## config.mk

```make
export PLATFORM = sky130hd
export DESIGN_NAME = wb_lfsr_multi
export DESIGN_NICKNAME = d
export VERILOG_FILES = /design/src/rtl/wb_lfsr_multi.sv
export SDC_FILE = /design/constraint.sdc
export NUM_CORES = 1
export LEC_CHECK = 0
export ABC_CLOCK_PERIOD_IN_PS = 3950
export CORE_UTILIZATION = 42
export DETAILED_ROUTE_END_ITERATION = 8
export GPL_ROUTABILITY_DRIVEN = 0
export PLACE_DENSITY_LB_ADDON = 0.25
export SYNTH_ARGS = -nofsm -noshare
export SYNTH_HDL_FRONTEND = slang
export SYNTH_SLANG_ARGS = --single-unit
```

## constraint.sdc

```tcl
create_clock -name i_clk -period 3.95 [get_ports i_clk]
set_input_delay 0.79 -clock i_clk [delete_from_list [all_inputs] [get_ports i_clk]]
set_output_delay 0.79 -clock i_clk [all_outputs]
set_load 0.03 [all_outputs]
```

## src/rtl/wb_lfsr_multi.sv

```systemverilog
// wb_lfsr_multi
//   Pipelined Wishbone slave (8-bit data) around a Fibonacci LFSR of
//   LFSR_W bits whose tap mask can be reprogrammed at run time. It
//   supports free-run and counted-step modes, byte-wide OUT reads that
//   advance the generator by 8 steps when idle, status flags, and
//   lock-up protection (a zero seed or zero tap mask is replaced by the
//   default).
//
//   Optional build macro: WB_LFSR_IRQ_EN adds o_irq = DONE | ZSEED.
//
// Ports
//   i_clk, i_reset      clock, synchronous active-high reset
//   i_wb_cyc/stb/we     Wishbone request qualifiers
//   i_wb_addr[4:0]      byte register address
//   i_wb_data[7:0]      write data
//   o_wb_stall          high while the 8-step OUT generation runs
//   o_wb_data[7:0]      read data, valid with o_wb_ack
//   o_wb_ack            one-cycle acknowledge, cycle after accept
//   o_lfsr_bit          live MSB of the LFSR state
//   o_busy              stepping engine not idle
//   o_irq               (WB_LFSR_IRQ_EN only) DONE | ZSEED, registered
//
// Register map
//   0x00-0x07 SEED staging   0x08-0x0F TAPS staging
//   0x10 CTRL {STEP_GO,RUN,LOAD,SOFT_RST}   0x11 STEP count
//   0x12 STATUS {ZSEED,DONE,BUSY} (DONE/ZSEED W1C)   0x13 OUT
module wb_lfsr_multi #(
  parameter int unsigned         LFSR_W       = 32,
  parameter logic [LFSR_W-1:0]   DEFAULT_SEED = LFSR_W'(32'h00000001),
  parameter logic [LFSR_W-1:0]   DEFAULT_TAPS = LFSR_W'(32'h80200003)
) (
  input  logic       i_clk,
  input  logic       i_reset,
  input  logic       i_wb_cyc,
  input  logic       i_wb_stb,
  input  logic       i_wb_we,
  input  logic [4:0] i_wb_addr,
  input  logic [7:0] i_wb_data,
  output logic       o_wb_stall,
  output logic [7:0] o_wb_data,
  output logic       o_wb_ack,
  output logic       o_lfsr_bit,
  output logic       o_busy
`ifdef WB_LFSR_IRQ_EN
  ,
  output logic       o_irq
`endif
);

  localparam int unsigned NB = LFSR_W / 8;

  typedef enum logic [1:0] {
    S_HALT,
    S_RUN,
    S_STEP,
    S_GEN
  } fsm_t;

  fsm_t              fsm;
  logic [LFSR_W-1:0] state;
  logic [LFSR_W-1:0] taps;
  logic [LFSR_W-1:0] seed_stg;
  logic [LFSR_W-1:0] taps_stg;
  logic [7:0]        step_reg;
  logic [8:0]        cnt;
  logic              done;
  logic              zseed;

  logic              acc;
  logic              wr;
  logic              rd;
  logic              ctrl_wr;
  logic              status_wr;
  logic              step_wr;
  logic              stg_wr;
  logic              out_rd;
  logic              byte_ok;
  logic              load_go;
  logic              ctrl_redirect;
  logic              done_n;
  logic              zseed_n;
  logic [LFSR_W-1:0] stepped;
  logic [63:0]       seed_pad;
  logic [63:0]       taps_pad;
  logic [7:0]        rdata_c;

  // Stall is only raised by the OUT-triggered generation burst, so it is
  // a pure function of the registered FSM state.
  assign o_wb_stall = (fsm == S_GEN);
  assign o_busy     = (fsm != S_HALT);
  assign o_lfsr_bit = state[LFSR_W-1];

  assign acc       = i_wb_cyc & i_wb_stb & ~o_wb_stall;
  assign wr        = acc & i_wb_we;
  assign rd        = acc & ~i_wb_we;
  assign ctrl_wr   = wr && (i_wb_addr == 5'h10);
  assign step_wr   = wr && (i_wb_addr == 5'h11);
  assign status_wr = wr && (i_wb_addr == 5'h12);
  assign out_rd    = rd && (i_wb_addr == 5'h13);
  assign stg_wr    = wr && !i_wb_addr[4];
  assign byte_ok   = ({29'd0, i_wb_addr[2:0]} < NB);

  assign load_go       = ctrl_wr & i_wb_data[1] & ~i_wb_data[0];
  // A CTRL write that forces a new FSM state (soft reset or RUN) preempts
  // the natural end of a counted-step sequence, so DONE is not raised.
  assign ctrl_redirect = ctrl_wr & (i_wb_data[0] | i_wb_data[2]);

  assign stepped = {state[LFSR_W-2:0], ^(state & taps)};

  always_comb begin
    done_n  = done;
    zseed_n = zseed;
    if (status_wr) begin
      if (i_wb_data[1]) done_n  = 1'b0;
      if (i_wb_data[2]) zseed_n = 1'b0;
    end
    if (fsm == S_STEP && cnt == 9'd1 && !ctrl_redirect) done_n = 1'b1;
    if (load_go && seed_stg == '0) zseed_n = 1'b1;
  end

  always_comb begin
    seed_pad                = '0;
    taps_pad                = '0;
    seed_pad[LFSR_W-1:0]    = seed_stg;
    taps_pad[LFSR_W-1:0]    = taps_stg;
    rdata_c                 = '0;
    case (i_wb_addr)
      5'h10: rdata_c = {5'b0, (fsm == S_RUN), 2'b0};
      5'h11: rdata_c = step_reg;
      5'h12: rdata_c = {5'b0, zseed, done, (fsm != S_HALT)};
      5'h13: rdata_c = state[LFSR_W-1 -: 8];
      default: begin
        if (!i_wb_addr[4] && byte_ok) begin
          if (!i_wb_addr[3]) rdata_c = seed_pad[{i_wb_addr[2:0], 3'b000} +: 8];
          else               rdata_c = taps_pad[{i_wb_addr[2:0], 3'b000} +: 8];
        end
      end
    endcase
  end

  always_ff @(posedge i_clk) begin
    if (i_reset) begin
      fsm       <= S_HALT;
      state     <= DEFAULT_SEED;
      taps      <= DEFAULT_TAPS;
      seed_stg  <= DEFAULT_SEED;
      taps_stg  <= DEFAULT_TAPS;
      step_reg  <= '0;
      cnt       <= '0;
      done      <= 1'b0;
      zseed     <= 1'b0;
      o_wb_ack  <= 1'b0;
      o_wb_data <= '0;
`ifdef WB_LFSR_IRQ_EN
      o_irq     <= 1'b0;
`endif
    end else begin
      o_wb_ack  <= acc;
      o_wb_data <= rd ? rdata_c : '0;
      done      <= done_n;
      zseed     <= zseed_n;
`ifdef WB_LFSR_IRQ_EN
      o_irq     <= done_n | zseed_n;
`endif

      for (int unsigned k = 0; k < NB; k++) begin
        if (stg_wr && i_wb_addr[2:0] == 3'(k)) begin
          if (!i_wb_addr[3]) seed_stg[8*k +: 8] <= i_wb_data;
          else               taps_stg[8*k +: 8] <= i_wb_data;
        end
      end
      if (step_wr) step_reg <= i_wb_data;

      // Natural FSM progress; a CTRL write below overrides it because the
      // later non-blocking assignment wins.
      case (fsm)
        S_HALT: begin
          if (out_rd) begin
            fsm <= S_GEN;
            cnt <= 9'd8;
          end
        end
        S_RUN: state <= stepped;
        S_STEP, S_GEN: begin
          state <= stepped;
          cnt   <= cnt - 9'd1;
          if (cnt == 9'd1) fsm <= S_HALT;
        end
        default: fsm <= S_HALT;
      endcase

      if (ctrl_wr) begin
        if (i_wb_data[0]) begin
          state <= DEFAULT_SEED;
          taps  <= DEFAULT_TAPS;
          fsm   <= S_HALT;
        end else begin
          if (i_wb_data[1]) begin
            state <= (seed_stg == '0) ? DEFAULT_SEED : seed_stg;
            taps  <= (taps_stg == '0) ? DEFAULT_TAPS : taps_stg;
          end
          if (i_wb_data[2]) begin
            fsm <= S_RUN;
          end else if (i_wb_data[3] && fsm != S_STEP) begin
            fsm <= S_STEP;
            cnt <= (step_reg == '0) ? 9'd256 : {1'b0, step_reg};
          end else if (fsm == S_RUN) begin
            fsm <= S_HALT;
          end
        end
      end
    end
  end

endmodule

```

======== Word-level counts from Yosys, hierarchy flattened ========
Cells that the tools add are included.
cells by class
  add/sub/neg operators ................... 1
  $mul .................................... 0
  divide/modulo/power cells ............... 0
  magnitude comparators ................... 1
  equality and inequality tests ........... 12
  shifts and indexed selects .............. 2
  muxes and demuxes ....................... 32
  bitwise operators ....................... 14
  reductions and logical operators ........ 42
operators by type and width
  kind                 count
  $mux 32              8
  $shiftx 64x7->8      2
  $logic_not 32->1     2
  $mux 9               6
  $and 32x32->32       1
  $pmux 8 s4           1
  $reduce_xor 32->1    1
  $reduce_and 2->1     11
  $eq 5x5->1 const B   4
  $pmux 9 s2           1
  $mux 8               2
  $logic_and 1x1->1    14
  $mux 2               7
  $reduce_bool 2->1    6
  $eq 9x1->1 const B   1
  $sub 9x1->9 const B  1
  $logic_not 8->1      1
  $and 1x1->1          7
  $eq 3x2->1 const B   2
  $mux 1               6
  $not 1->1            5
  $eq 2x2->1 const B   2
  $pmux 2 s2           1
  $reduce_or 2->1      2
  other kinds (9)      10
storage, ports and cells
  register bits after elaboration ......... 158
  latch bits .............................. 0
  memory bits (writable) .................. 0
  ROM bits ................................ 0
  input port bits ......................... 18
  output and inout bits ................... 12
  logic and storage cells ................. 121
  memories kept ........................... 0

======== Logic depth before layout (Yosys ltp) ========
  depth after elaboration ................. 12
  depth in mapped cells ................... 10
  gate-level depth less buffers ........... 8

======== Least setup slack after synthesis ========
OpenSTA, ideal clock, no wires.
  kind .................................... in2reg
  start point ............................. input port i_wb_addr[3]
  end point ............................... register cnt[4]
  library setup time ...................... 0.128 ns
  data arrival time ....................... 2.404 ns
  setup slack ............................. 1.419 ns
  cell stages on the path ................. 9
  buffers on the path ..................... 2
  cells stage by stage .................... buf_6 -> nor3b_4 -> nand4_2 -> or3_1 -> buf_6 -> nor4_4 -> nor3_1 -> a21oi_1 -> nor2_1
on the way
  longest elaborated chain between the ends .. 8
RTL lines
  item                  RTL line  text
  start, declared       37        input logic [4:0] i_wb_addr,
  $eq 5x5->1            99        assign out_rd = rd && (i_wb_addr == 5'h13);
  $logic_and 1x1->1     99
  $mux 9                178       if (out_rd) begin
  $pmux 9 s2            176       case (fsm)
  $mux 9                204       end else if (i_wb_data[3] && fsm != S_STEP) begin
  $mux 9                202       if (i_wb_data[2]) begin
  $mux 9                193       if (i_wb_data[0]) begin
  $mux 9 *              192       if (ctrl_wr) begin
  end signal, assigned  186       cnt <= cnt - 9'd1;
  end signal, assigned  206       cnt <= (step_reg == '0) ? 9'd256 : {1'b0, step_reg};
  end, declared         65        logic [8:0] cnt;
Every way passes the cells marked *; elsewhere a longest branch is shown, timed or not.
A chain may end at the register's enable or synchronous reset.

======== Worst setup path in the final report ========
  start point ............................. register fsm[1]
  end point ............................... output port o_busy
on the way
  longest elaborated chain between the ends .. 1
RTL lines
  item                    RTL line  text
  start, declared         59        fsm_t fsm;
  start signal, assigned  143       fsm <= S_HALT;
  start signal, assigned  179       fsm <= S_GEN;
  start signal, assigned  187       if (cnt == 9'd1) fsm <= S_HALT;
  $reduce_bool 2->1       90        assign o_busy = (fsm != S_HALT);
  end, declared           43        output logic o_busy
No other way between the ends.

==> impl_metrics.tcl <==
set metrics [dict create \
    status "complete, no violations" \
    syn2layout_area_growth_pct 14.2 \
    min-delay-start "taps[18]$_SDFFE_PP0P_" \
    r2r_setup_slack_ns 1.52 \
    worst_ep_required_time_ns 3.16 \
    hold-worst-slack_ns 0.512 \
    crit_arrival_ns 2.31 \
    die_w_um 135 \
    dp_hpwl_um 15200 \
    die_height_um 135 \
    crit_path_start "fsm[1]$_SDFF_PP0_" \
    slowest_stage "clkdlybuf4s50_1" \
    worst_pin_slew_ns 0.947 \
    ios 30 \
    setup_tns_ns 0 \
    pwr-share-seq_pct 48.1 \
    drcViolationCount 0 \
    layout-drive-gt1-share_pct 10.5 \
    synth.distinct_cells 52 \
    syn_inst 848 \
    powerDensity_nw_per_um2 394 \
    criticalPathCategory "reg -> out" \
    min_period_ns 3.10 \
    p_comb_share_pct 4.3 \
    cts-buffers-inserted 17 \
    n_fill_cell 1654 \
    max_clock_freq_mhz 323 \
    p_int_mw 2.52 \
    routed_wirelength_um 21900 \
    cts-root-buf "clkbuf_16" \
    num_rows 48 \
    final_common_cell "dfxtp_1" \
    dieArea_um2 18100 \
    grt_pass1_vias 5920 \
    swShare_pct 24.2 \
    rsz0062_at_grt "no" \
    netlist_area_um2 7380 \
    nets 874 \
    clockPowerShare_pct 47.5 \
    post-cts-setup-buffers 0 \
    port_buffers 29 \
    ctsResizeCount 0 \
    hold_buffers 0 \
    r2r_end "taps[1]$_SDFFE_PP1P_" \
    setup_viol 0 \
    total_power_mw 3.33 \
    ys.flop_type "dfxtp_1" \
    clkTransAtPathRegs_ns 0.06 \
    reg2regPathDepth 7 \
    multi_input_area_um2 3940 \
    core-area_um2 17200 \
    grt_max_degree 76 \
    synth_nets 868 \
    max_stage_delay_ns 0.75 \
    path_max_fanout 34 \
    drtIter0Drc 567 \
    fin_area_um2 8430 \
    hold_path.class "reg -> reg" \
    overflow 0 \
    hold_depth 2 \
    hold_path_end "taps[18]$_SDFFE_PP0P_" \
    drtAntennaViolNets 0 \
    worstPathCellList "nor2_2, clkinv_1, buf_4, clkdlybuf4s50_1" \
    clk_latency_ns 0.43 \
    antenna_found_initial 0 \
    regToRegStartpoint "fsm[1]$_SDFF_PP0_" \
    dpl_cell_area_um2 7870 \
    vias_per_cell 5.70 \
    yosysSeqAreaShare_pct 42.8 \
    final_util_pct 48.9 \
    async_flop_share_pct 0 \
    regArea_um2 3160 \
    vias 6221 \
    antenna_cells 0 \
    ir_worst_vdd_mv 0.314 \
    cts_tree "yes" \
    place_ws_ns 0.551 \
    initial_core_util_pct 42.8 \
    clockBufferDepth 2 \
    cts_sinks 158 \
    p_leak_nw 3.02 \
    critical_path.endpoint_type "output pin" \
    avgSynthCellArea_um2 8.71 \
    first_pass_iters 6 \
    grt_first_pass_wirelength_um 34300 \
    crit_family "buffers and inverters" \
    critPathBufInv 3 \
    fin_skew_ns 0.00863 \
    hold_viol 0 \
    startpoint_type "flop" \
    final.setup.worst_slack_ns 0.851 \
    ys_ff_latch 158 \
    synth-edff-count 0 \
    p_switching_uw 803 \
    htreeDepth 4 \
    layout.cells.non_filler 1092 \
    most-common-layout-cells "dfxtp_1 (158), nor2_1 (155), nand2_1 (113)" \
    slew_viol_final 0 \
    min_period_over_period_pct 78.5 \
    max_slew_margin_pct 36.8 \
    avgRoutedWirePerCell_um 20.0 \
    grtUsageTotal_pct 25.4 \
    dp.cells 1060 \
    maxCapViolCount 0 \
    yosys_warnings 0 \
]
layer usage:
| metal | part of all wire (%) | GRT usage (%) | up-vias |
|---|---|---|---|
| met5 | 0 | 0 | - |
| met4 | 2.4 | 8.68 | 0 |
| met3 | 7.5 | 7.21 | 35 |
| met2 | 45 | 38.4 | 217 |
| met1 | 45 | 34.8 | 3021 |
| li1 | - | - | 2948 |
logic make-up (layout without fill, tap and decap cells):
group | Yosys count | count (layout) | share of synthesized area, %
AND/OR/NAND/NOR | 346 | 346 | 20.9
buffers and inverters | 69 | 88 | 3.92
flip-flops | 158 | 158 | 42.8
AO/OA/AOI/OAI | 141 | 141 | 11.9
adder cells (fa/ha/maj) | 2 | 2 | 0.339
multiplexers | 97 | 97 | 15.9
XOR/XNOR | 35 | 35 | 4.15
Yosys cell counts (8+ instances only):
cell type  number  share of area [%]
a22oi_1        31                3.2
xor2_1          8               0.95
mux2i_1        79                 11
nand2b_1        8               0.68
inv_1           8               0.41
xnor2_1        27                3.2
a21oi_1        77                5.2
buf_2          12               0.81
dfxtp_1       158                 43
clkbuf_1       43                2.2
mux4_2         16                4.9
nor2_1        157                8.0
nor4_1         22                1.9
nand2_1       113                5.7
worst max-delay path by stage:
| stage | slack, ns | cells after the start | to |
|---|---|---|---|
| after floorplan | 1.42 | 9 | cnt[4]$_SDFF_PP0_ |
| after global placement | 0.63 | 8 | taps[21]$_SDFFE_PP1P_ |
| after detailed placement | 0.55 | 8 | taps[21]$_SDFFE_PP1P_ |
| after CTS | 0.84 | 4 | o_busy |
| after global routing | 0.76 | 4 | o_busy |
| final | 0.85 | 4 | o_busy |
power groups by stage:
stage / sequential (mW) / combinational, mW / clock (mW)
2_1_floorplan: 1.64 / 0.0932 / 0
3_3_place_gp: 1.64 / 0.144 / 0
3_5_place_dp: 1.64 / 0.144 / 0
4_1_cts: 1.60 / 0.144 / 1.61
5_1_grt: 1.60 / 0.154 / 1.68
6_report: 1.60 / 0.144 / 1.58
final cells by class:
class	count	share of cell area, %
well taps	225	3.34
flip-flops and latches	158	37.5
repair buffers	47	5.25
multi-input cells	621	46.8
clock buffers	17	5.05
clock inverters	15	1.66
inverters	9	0.401
worst min-delay path, stage by stage, from the launching register on:
cell     delay (ns)
dfxtp_1        0.32
a22oi_1        0.08
nor2_1         0.08
(Power assumes the default switching activity.)
